--- src/rtl/alu_ctrl_seq_if.sv ---
// Request/response bundle between the decode stage and alu_ctrl_seq.
// The decode stage uses the master modport; alu_ctrl_seq uses the slave modport.
interface alu_ctrl_seq_if #(
    parameter int unsigned WIDTH   = 32,
    parameter int unsigned SHAMT_W = 5
);
    logic               valid_i;
    logic               ready_o;
    logic [6:0]         opcode_i;
    logic [2:0]         funct3_i;
    logic               funct7b5_i;
    logic [WIDTH-1:0]   a_i;
    logic [SHAMT_W-1:0] shamt_i;
    logic [3:0]         operacion_o;
    logic               invert_o;
    logic               carry_o;
    logic               ctrl_valid_o;
    logic               illegal_o;
    logic [WIDTH-1:0]   shift_result_o;
    logic               shift_valid_o;
    logic               busy_o;

    modport master (
        output valid_i, opcode_i, funct3_i, funct7b5_i, a_i, shamt_i,
        input  ready_o, operacion_o, invert_o, carry_o, ctrl_valid_o,
               illegal_o, shift_result_o, shift_valid_o, busy_o
    );

    modport slave (
        input  valid_i, opcode_i, funct3_i, funct7b5_i, a_i, shamt_i,
        output ready_o, operacion_o, invert_o, carry_o, ctrl_valid_o,
               illegal_o, shift_result_o, shift_valid_o, busy_o
    );
endinterface

--- src/rtl/alu_ctrl_seq.sv ---
// Decodes OP/OP-IMM into the registered ALU control bundle and runs
// SLL/SRL/SRA as a one-bit-per-cycle iterative shifter.
module alu_ctrl_seq #(
    parameter int unsigned WIDTH   = 32,
    parameter int unsigned SHAMT_W = 5
) (
    input  logic          clk_i,
    input  logic          rst_n_i,
    alu_ctrl_seq_if.slave bus
);
    localparam logic [6:0] OPC_R = 7'b0110011;
    localparam logic [6:0] OPC_I = 7'b0010011;

    localparam logic [3:0] OP_AND  = 4'b0000;
    localparam logic [3:0] OP_OR   = 4'b0001;
    localparam logic [3:0] OP_ADD  = 4'b0010;
    localparam logic [3:0] OP_SLT  = 4'b0011;
    localparam logic [3:0] OP_XOR  = 4'b0100;
    localparam logic [3:0] OP_SLTU = 4'b0101;
    localparam logic [3:0] OP_SRL  = 4'b0111;
    localparam logic [3:0] OP_SLL  = 4'b1000;
    localparam logic [3:0] OP_SRA  = 4'b1001;

    typedef enum logic [1:0] {
        IDLE  = 2'd0,
        SHIFT = 2'd1,
        DONE  = 2'd2
    } state_t;

    state_t             state_q, state_d;
    logic [WIDTH-1:0]   sreg_q, sreg_d;
    logic [SHAMT_W-1:0] cnt_q, cnt_d;
    logic               left_q, left_d;
    logic               arith_q, arith_d;
    logic [3:0]         op_q, op_d;
    logic               inv_q, inv_d;
    logic               cin_q, cin_d;
    logic               ctrl_valid_q, ctrl_valid_d;
    logic               illegal_q, illegal_d;
    logic [WIDTH-1:0]   result_q, result_d;
    logic               shift_valid_q, shift_valid_d;
    logic               ready_q, ready_d;
    logic               busy_q, busy_d;

    logic               dec_legal;
    logic [3:0]         dec_op;
    logic               dec_inv;
    logic               dec_cin;
    logic               dec_shift;
    logic               dec_left;
    logic               dec_arith;
    logic               accept;
    logic [WIDTH-1:0]   sreg_step;

    // Instruction field decode; funct7b5 selects SUB only for R-type, SRA for both.
    always_comb begin
        dec_legal = (bus.opcode_i == OPC_R) || (bus.opcode_i == OPC_I);
        dec_op    = OP_AND;
        dec_inv   = 1'b0;
        dec_cin   = 1'b0;
        dec_shift = 1'b0;
        dec_left  = 1'b0;
        dec_arith = 1'b0;
        case (bus.funct3_i)
            3'b000: begin
                dec_op = OP_ADD;
                if ((bus.opcode_i == OPC_R) && bus.funct7b5_i) begin
                    dec_inv = 1'b1;
                    dec_cin = 1'b1;
                end
            end
            3'b010: begin
                dec_op  = OP_SLT;
                dec_inv = 1'b1;
                dec_cin = 1'b1;
            end
            3'b011: begin
                dec_op  = OP_SLTU;
                dec_inv = 1'b1;
                dec_cin = 1'b1;
            end
            3'b100: dec_op = OP_XOR;
            3'b110: dec_op = OP_OR;
            3'b111: dec_op = OP_AND;
            3'b001: begin
                dec_op    = OP_SLL;
                dec_shift = 1'b1;
                dec_left  = 1'b1;
            end
            3'b101: begin
                dec_shift = 1'b1;
                dec_arith = bus.funct7b5_i;
                dec_op    = bus.funct7b5_i ? OP_SRA : OP_SRL;
            end
            default: dec_op = OP_AND;
        endcase
    end

    assign accept    = bus.valid_i && (state_q == IDLE);
    assign sreg_step = left_q ? {sreg_q[WIDTH-2:0], 1'b0}
                              : {arith_q & sreg_q[WIDTH-1], sreg_q[WIDTH-1:1]};

    // Next-state and next-output logic.
    always_comb begin
        state_d       = state_q;
        sreg_d        = sreg_q;
        cnt_d         = cnt_q;
        left_d        = left_q;
        arith_d       = arith_q;
        op_d          = op_q;
        inv_d         = inv_q;
        cin_d         = cin_q;
        ctrl_valid_d  = 1'b0;
        illegal_d     = 1'b0;
        result_d      = result_q;
        shift_valid_d = 1'b0;
        ready_d       = 1'b0;
        busy_d        = 1'b0;

        case (state_q)
            IDLE: begin
                if (accept) begin
                    if (!dec_legal) begin
                        illegal_d = 1'b1;
                        op_d      = 4'b0000;
                        inv_d     = 1'b0;
                        cin_d     = 1'b0;
                    end else begin
                        op_d         = dec_op;
                        inv_d        = dec_inv;
                        cin_d        = dec_cin;
                        ctrl_valid_d = 1'b1;
                        if (dec_shift) begin
                            sreg_d  = bus.a_i;
                            cnt_d   = bus.shamt_i;
                            left_d  = dec_left;
                            arith_d = dec_arith;
                            state_d = (bus.shamt_i == '0) ? DONE : SHIFT;
                        end
                    end
                end
            end
            SHIFT: begin
                sreg_d = sreg_step;
                cnt_d  = cnt_q - SHAMT_W'(1);
                if (cnt_q == SHAMT_W'(1)) begin
                    state_d = DONE;
                end
            end
            DONE:    state_d = IDLE;
            default: state_d = IDLE;
        endcase

        // Result and status flops track the state being entered.
        if (state_d == DONE) begin
            shift_valid_d = 1'b1;
            result_d      = sreg_d;
        end
        ready_d = (state_d == IDLE);
        busy_d  = (state_d != IDLE);
    end

    always_ff @(posedge clk_i or negedge rst_n_i) begin
        if (!rst_n_i) begin
            state_q       <= IDLE;
            sreg_q        <= '0;
            cnt_q         <= '0;
            left_q        <= 1'b0;
            arith_q       <= 1'b0;
            op_q          <= 4'b0000;
            inv_q         <= 1'b0;
            cin_q         <= 1'b0;
            ctrl_valid_q  <= 1'b0;
            illegal_q     <= 1'b0;
            result_q      <= '0;
            shift_valid_q <= 1'b0;
            ready_q       <= 1'b1;
            busy_q        <= 1'b0;
        end else begin
            state_q       <= state_d;
            sreg_q        <= sreg_d;
            cnt_q         <= cnt_d;
            left_q        <= left_d;
            arith_q       <= arith_d;
            op_q          <= op_d;
            inv_q         <= inv_d;
            cin_q         <= cin_d;
            ctrl_valid_q  <= ctrl_valid_d;
            illegal_q     <= illegal_d;
            result_q      <= result_d;
            shift_valid_q <= shift_valid_d;
            ready_q       <= ready_d;
            busy_q        <= busy_d;
        end
    end

    assign bus.ready_o        = ready_q;
    assign bus.busy_o         = busy_q;
    assign bus.operacion_o    = op_q;
    assign bus.invert_o       = inv_q;
    assign bus.carry_o        = cin_q;
    assign bus.ctrl_valid_o   = ctrl_valid_q;
    assign bus.illegal_o      = illegal_q;
    assign bus.shift_result_o = result_q;
    assign bus.shift_valid_o  = shift_valid_q;
endmodule

--- src/flat_wrapper.sv ---
// flat-port wrapper written by rule: the top's interface ports become plain ports
module alu_ctrl_seq_flat 
#(
    parameter int unsigned WIDTH   = 32,
    parameter int unsigned SHAMT_W = 5
)
  (clk_i, rst_n_i, bus_valid_i, bus_opcode_i, bus_funct3_i, bus_funct7b5_i, bus_a_i, bus_shamt_i, bus_ready_o, bus_operacion_o, bus_invert_o, bus_carry_o, bus_ctrl_valid_o, bus_illegal_o, bus_shift_result_o, bus_shift_valid_o, bus_busy_o);
  alu_ctrl_seq_if #(.WIDTH(WIDTH), .SHAMT_W(SHAMT_W)) bus_i ();
  input  logic clk_i;
  input  logic rst_n_i;
  input wire logic [$bits(bus_i.valid_i)-1:0] bus_valid_i;
  input wire logic [$bits(bus_i.opcode_i)-1:0] bus_opcode_i;
  input wire logic [$bits(bus_i.funct3_i)-1:0] bus_funct3_i;
  input wire logic [$bits(bus_i.funct7b5_i)-1:0] bus_funct7b5_i;
  input wire logic [$bits(bus_i.a_i)-1:0] bus_a_i;
  input wire logic [$bits(bus_i.shamt_i)-1:0] bus_shamt_i;
  output wire logic [$bits(bus_i.ready_o)-1:0] bus_ready_o;
  output wire logic [$bits(bus_i.operacion_o)-1:0] bus_operacion_o;
  output wire logic [$bits(bus_i.invert_o)-1:0] bus_invert_o;
  output wire logic [$bits(bus_i.carry_o)-1:0] bus_carry_o;
  output wire logic [$bits(bus_i.ctrl_valid_o)-1:0] bus_ctrl_valid_o;
  output wire logic [$bits(bus_i.illegal_o)-1:0] bus_illegal_o;
  output wire logic [$bits(bus_i.shift_result_o)-1:0] bus_shift_result_o;
  output wire logic [$bits(bus_i.shift_valid_o)-1:0] bus_shift_valid_o;
  output wire logic [$bits(bus_i.busy_o)-1:0] bus_busy_o;
  assign bus_i.valid_i = bus_valid_i;
  assign bus_i.opcode_i = bus_opcode_i;
  assign bus_i.funct3_i = bus_funct3_i;
  assign bus_i.funct7b5_i = bus_funct7b5_i;
  assign bus_i.a_i = bus_a_i;
  assign bus_i.shamt_i = bus_shamt_i;
  assign bus_ready_o = bus_i.ready_o;
  assign bus_operacion_o = bus_i.operacion_o;
  assign bus_invert_o = bus_i.invert_o;
  assign bus_carry_o = bus_i.carry_o;
  assign bus_ctrl_valid_o = bus_i.ctrl_valid_o;
  assign bus_illegal_o = bus_i.illegal_o;
  assign bus_shift_result_o = bus_i.shift_result_o;
  assign bus_shift_valid_o = bus_i.shift_valid_o;
  assign bus_busy_o = bus_i.busy_o;
  alu_ctrl_seq #(.WIDTH(WIDTH), .SHAMT_W(SHAMT_W)) u_core (.clk_i(clk_i), .rst_n_i(rst_n_i), .bus(bus_i));
endmodule
--- config.mk ---
export PLATFORM = sky130hd
export DESIGN_NAME = alu_ctrl_seq_flat
export DESIGN_NICKNAME = d
export VERILOG_FILES = /design/src/rtl/alu_ctrl_seq_if.sv /design/src/rtl/alu_ctrl_seq.sv /design/src/flat_wrapper.sv
export SDC_FILE = /design/constraint.sdc
export NUM_CORES = 1
export LEC_CHECK = 0
export ABC_AREA = 1
export CORE_UTILIZATION = 55
export DETAILED_ROUTE_END_ITERATION = 16
export PLACE_DENSITY = 0.9
export SYNTH_ARGS = -nofsm -noshare
export SYNTH_HDL_FRONTEND = slang
export SYNTH_SLANG_ARGS = --single-unit
export TNS_END_PERCENT = 1
--- constraint.sdc ---
create_clock -name clk_i -period 4.9 [get_ports clk_i]
set_clock_uncertainty 0.05 [all_clocks]
set_input_delay 0.735 -clock clk_i [delete_from_list [all_inputs] [get_ports clk_i]]
set_output_delay 0.735 -clock clk_i [all_outputs]
set_load 0.05 [all_outputs]
Word-level counts from Yosys, hierarchy flattened
Cells that the tools add are included.

Bits in registers: 83. Input port bits: 51. Output and inout port bits: 43. Word-level logic and storage cells: 75.

Add/subtract/negate cells: 1. Equality and inequality tests: 15. Multiplexer cells: 31. Bitwise gates (word level): 1. Reduce and logical (&&, ||, !) cells: 14.

Operator list (number): two-way mux 32 bit (4); case mux 32 bit (2 select lines) (1); case mux 4 bit (8 select lines) (1); two-way mux 5 bit (3); == test 3 bit, second input constant (4); two-way mux 1 bit (12); two-way mux 2 bit (5); case mux 5 bit (2 select lines) (1); two-way mux 4 bit (2); AND reduction 4 bit (2); == test 7 x 5 -> 1 bit, second input constant (1); == test 7 x 6 -> 1 bit, second input constant (1); == test 3 x 2 -> 1 bit, second input constant (2); inequality test 2 x 1 -> 1 bit, second input constant (3); == test 5 x 1 -> 1 bit, second input constant (1); zero test 5 bit (1); subtractor 5 x 1 -> 5 bit, second input constant (1); zero test 2 bit (2); case mux 2 bit (2 select lines) (1); nonzero test 2 bit (2); OR reduction 2 bit (2); == test 3 x 1 -> 1 bit, second input constant (1); zero test 3 bit (1); == test 2 x 1 -> 1 bit, second input constant (1); other kinds (6) (7).

Logic depth before layout (Yosys ltp)
Depth after elaboration: 9. Depth in mapped cells: 12. Gate-level depth less buffers: 10.

Worst setup path after synthesis
Ideal clock, no wire load.

Path type: input to register. From: input port bus_opcode_i[3]. To: register u_core.result_q[10], in the netlist u_core.bus.shift_result_o[10]. Library setup time: 0.118 ns. Arrival time: 1.724 ns. Required time: 4.732 ns. Path slack: 3.009 ns. Stages on the path: 11. Buffers on the path: 1. Path through: nor2_1 -> inv_1 -> nor2_1 -> nand4_4 -> inv_2 -> nand2_2 -> nand2_4 -> inv_2 -> buf_6 -> nand2_1 -> nand2_1.

Word-level cells in the longest chain between the ends: 6. Elaborated cells between the ends (all ways): 10. Those cells by class: eq/ne: 3; mux: 6; reduce/logical: 1.

Ends and longest elaborated chain: start: declaration (RTL line flat_wrapper.sv:12) `input wire logic [$bits(bus_i.opcode_i)-1:0] bus_opcode_i;`; == test 7 x 6 -> 1 bit / == test 7 x 5 -> 1 bit (equally long branches) (RTL line alu_ctrl_seq.sv:57) `dec_legal = (bus.opcode_i == OPC_R) || (bus.opcode_i == OPC_I);`; logical OR 1 bit * (RTL line alu_ctrl_seq.sv:57); two-way mux 2 bit (RTL line alu_ctrl_seq.sv:123) `if (!dec_legal) begin`; two-way mux 2 bit (RTL line alu_ctrl_seq.sv:122) `if (accept) begin`; case mux 2 bit (2 select lines) (RTL line alu_ctrl_seq.sv:120) `case (state_q)`; == test 2 bit (RTL line alu_ctrl_seq.sv:155) `if (state_d == DONE) begin`; end signal: assignment (RTL line alu_ctrl_seq.sv:190) `result_q <= result_d;`; end: declaration (RTL line alu_ctrl_seq.sv:40) `logic [WIDTH-1:0] result_q, result_d;`.

Every way passes the cells marked *; elsewhere a longest branch is shown, timed or not. A chain may end at the register's enable or synchronous reset.

Worst setup path in the final report
From: input port bus_funct3_i[1]. To: register u_core.result_q[2], in the netlist u_core.bus.shift_result_o[2].

Word-level cells in the longest chain between the ends: 8. Elaborated cells between the ends (all ways): 13. Those cells by class: eq/ne: 3; mux: 9; reduce/logical: 1.

Ends and longest elaborated chain: start: declaration (RTL line flat_wrapper.sv:13) `input wire logic [$bits(bus_i.funct3_i)-1:0] bus_funct3_i;`; == test 3 x 1 -> 1 bit / == test 3 bit (equally long branches) (RTL line alu_ctrl_seq.sv:64) `case (bus.funct3_i)`; OR reduction 2 bit (no source line) *; two-way mux 1 bit * (RTL line alu_ctrl_seq.sv:64); two-way mux 2 bit (RTL line alu_ctrl_seq.sv:133) `if (dec_shift) begin`; two-way mux 2 bit (RTL line alu_ctrl_seq.sv:123); two-way mux 2 bit (RTL line alu_ctrl_seq.sv:122); case mux 2 bit (2 select lines) (RTL line alu_ctrl_seq.sv:120); == test 2 bit (RTL line alu_ctrl_seq.sv:155).

Marked as above.

==> impl_metrics.env <==
export IMPL_syn_area_per_cell_sq_um=7.49
export IMPL_grt_pass1_wl_um=18700
export IMPL_design_core_area_sq_um=7810
export IMPL_reg2reg_slack_ns=2.03
export IMPL_globalRouteMet2Util=0.459
export IMPL_final_util=0.717
export IMPL_cts_max_path_buffers=2
export IMPL_end_kind="flop"
export IMPL_p_leak_uw=0.00281
export IMPL_die_h_um=92.5
export IMPL_hold_ws_ns=0.433
export IMPL_post_cts_resized=0
export IMPL_ir_drop_mv=0.337
export IMPL_synth_area_sq_um=4510
export IMPL_worstSetupStartpointType="primary input"
export IMPL_setup_tns_ns=0
export IMPL_antenna_left=0
export IMPL_ioPinCount=94
export IMPL_total_power_uw=2890
export IMPL_grt_antenna_before_repair=0
export IMPL_yosysMostFrequentCell="nand2_1"
export IMPL_busiest_layer="met2"
export IMPL_grt_met1_usage=0.351
export IMPL_yosysTopAreaCell="dfrtp_1"
export IMPL_relSlewSlack=0.332
export IMPL_rows=32
export IMPL_ys_warn_count=0
export IMPL_htreeDepth=3
export IMPL_vias_per_cell=5.57
export IMPL_port_buffers=93
export IMPL_ys_seq_elements=83
export IMPL_fmax_mhz=291
export IMPL_via_count=4354
export IMPL_first_pass_iters=5
export IMPL_clock_sinks=83
export IMPL_ys_async_sr_fraction=1.00
export IMPL_cts_root_buffer="clkbuf_8"
export IMPL_nFillCells=585
export IMPL_cts_tree="yes"
export IMPL_track_usage=0.275
export IMPL_drt_iter0_markers=359
export IMPL_synthToLayoutAreaGrowth_pct=24.2
export IMPL_clk_latency_ns=0.35
export IMPL_maxCapViolations=0
export IMPL_register_area_sq_um=2080
export IMPL_required_ns=5.10
export IMPL_rsz0062_at_grt="no"
export IMPL_nets=728
export IMPL_hold_class="flop to flop"
export IMPL_synth_edf_count=0
export IMPL_routed_wl_um=11200
export IMPL_tightest_slew_ns=1.00
export IMPL_status="complete, no violations"
export IMPL_cts_reportedPaths_clkPinSlew_ns=0.08
export IMPL_syn_nets=655
export IMPL_remaining_drc_errors=0
export IMPL_hpwl_um=7260
export IMPL_drive_gt1_frac=0.0618
export IMPL_die_width_um=92.5
export IMPL_grt_overflow=0
export IMPL_fin_crit_sh=0.702
export IMPL_cp_arrival_ns=3.64
export IMPL_critPathMaxFanout=36
export IMPL_diodes=0
export IMPL_yosys_cell_types_count=32
export IMPL_hold_violations=0
export IMPL_place_congestion=0.850
export IMPL_synth_common_cells="189 x nand2_1, 82 x dfrtp_1, 79 x inv_1"
export IMPL_wl_per_cell_um=14.3
export IMPL_synth_area_top_cells="dfrtp_1 46%, nand2_1 16%, a21oi_1 7.0%, nand3_1 7.0%, inv_1 6.6%"
export IMPL_fin_crit_ns=3.44
export IMPL_grt_pass1_vias=4113
export IMPL_synth_cells=602
export IMPL_slew_viol_final=0
export IMPL_power_density_nw_per_um2=516
export IMPL_post_cts_setup_buffer_count=0
export IMPL_synthFlopType="dfrtp_1"
export IMPL_use_met3=0.0583
export IMPL_cts_buffers=9
export IMPL_yosysSeqAreaShare=0.461
export IMPL_start_util=0.577
export IMPL_synth_top_area_share=0.455
export IMPL_multi_input_area_sq_um=1900
export IMPL_setup_violations=0
export IMPL_grt_max_degree=84
export IMPL_path_class="primary input to flop"
export IMPL_die_area_sq_um=8560
export IMPL_ctsHoldBuffers=0
==> cell families (layout without fill, tap and decap cells) <==
group	after synthesis	after routing	share of synthesized area
flip-flops	83	83	0.461
XOR/XNOR	2	2	0.00389
AO/OA/AOI/OAI	113	113	0.130
adder cells (fa/ha/maj)	2	2	0.00555
AND/OR/NAND/NOR	284	284	0.283
buffers and inverters	118	196	0.116
==> power breakdown <==
group	internal (uW)	total (uW)	leakage, uW	switching, uW
combinational	406	1220	0.00177	819
clock	302	546	0.000111	244
sequential	939	1120	0.000924	180
total	1650	2890	0.00281	1240
==> cell usage in the layout (no fill, tap or decap), types with 2 or more instances in the layout <==
cell type / count
nor2_4: 4
nand3_2: 10
clkbuf_8: 10
clkdlybuf4s50_1: 92
inv_2: 5
nor2_1: 12
a21oi_1: 63
clkbuf_1: 2
inv_1: 79
bufinv_16: 2
nand2_1: 189
ha_1: 2
o21ai_0: 42
nand2_4: 2
nand3_1: 63
buf_4: 4
dfrtp_1: 82
==> state kept, by name, indices dropped and copies added (netlist names) <==
name and flops:
u_core.cnt_q 5, u_core.bus.ctrl_valid_o 1, u_core.arith_q 1, u_core.bus.shift_result_o 32, u_core.left_q 1, u_core.sreg_q 32, u_core.bus.operacion_o 4, u_core.bus.ready_o 1
u_core.bus.busy_o 1, u_core.bus.shift_valid_o 1, u_core.state_q 2, u_core.bus.invert_o 1, u_core.bus.illegal_o 1
==> metal layers <==
metal / part of all wire / wire, um
met1: 0.41 / 4570
met2: 0.48 / 5420
met3: 0.084 / 946
met4: 0.024 / 273
met5: 0 / 0
==> worst paths after layout <==
path,endpoint,depth (start not counted),from
max in group asynchronous,u_core.sreg_q[29],1,rst_n_i
hold reg to reg,u_core.bus.operacion_o[2],2,u_core.bus.operacion_o[2]
hold / removal,u_core.bus.operacion_o[2],2,u_core.bus.operacion_o[2]
min in group asynchronous,u_core.bus.shift_result_o[6],1,rst_n_i
setup / recovery,u_core.bus.shift_result_o[2],10,bus_funct3_i[1]
setup reg to reg,u_core.bus.shift_result_o[4],8,u_core.state_q[0]
==> stage by stage <==
step           setup WS [ns]  instance area (sq um)  cells
6_report                1.46                   5600    782
5_1_grt                 1.27                   5600    782
4_1_cts                 1.52                   5600    782
3_5_place_dp            1.15                   5380    766
3_3_place_gp            1.33                   5380    766
2_1_floorplan           3.01                   4510    602
==> critical path: stages <==
cell,delay [ns]
clkdlybuf4s50_1,0.53
nor2_4,0.16
buf_4,0.40
nand4_4,0.55
inv_2,0.23
nand2_2,0.10
nand2_4,0.32
inv_2,0.36
nand2_1,0.15
nand2_1,0.07
==> cell type report <==
cell class / count / area share
clock buffer: 12 / 0.0259
clock inverter: 4 / 0.0132
inverter: 84 / 0.0564
multi-input combinational: 401 / 0.340
sequential: 83 / 0.371
tap: 102 / 0.0228
timing repair buffer: 96 / 0.170
Power figures use the tool's default switching activity.
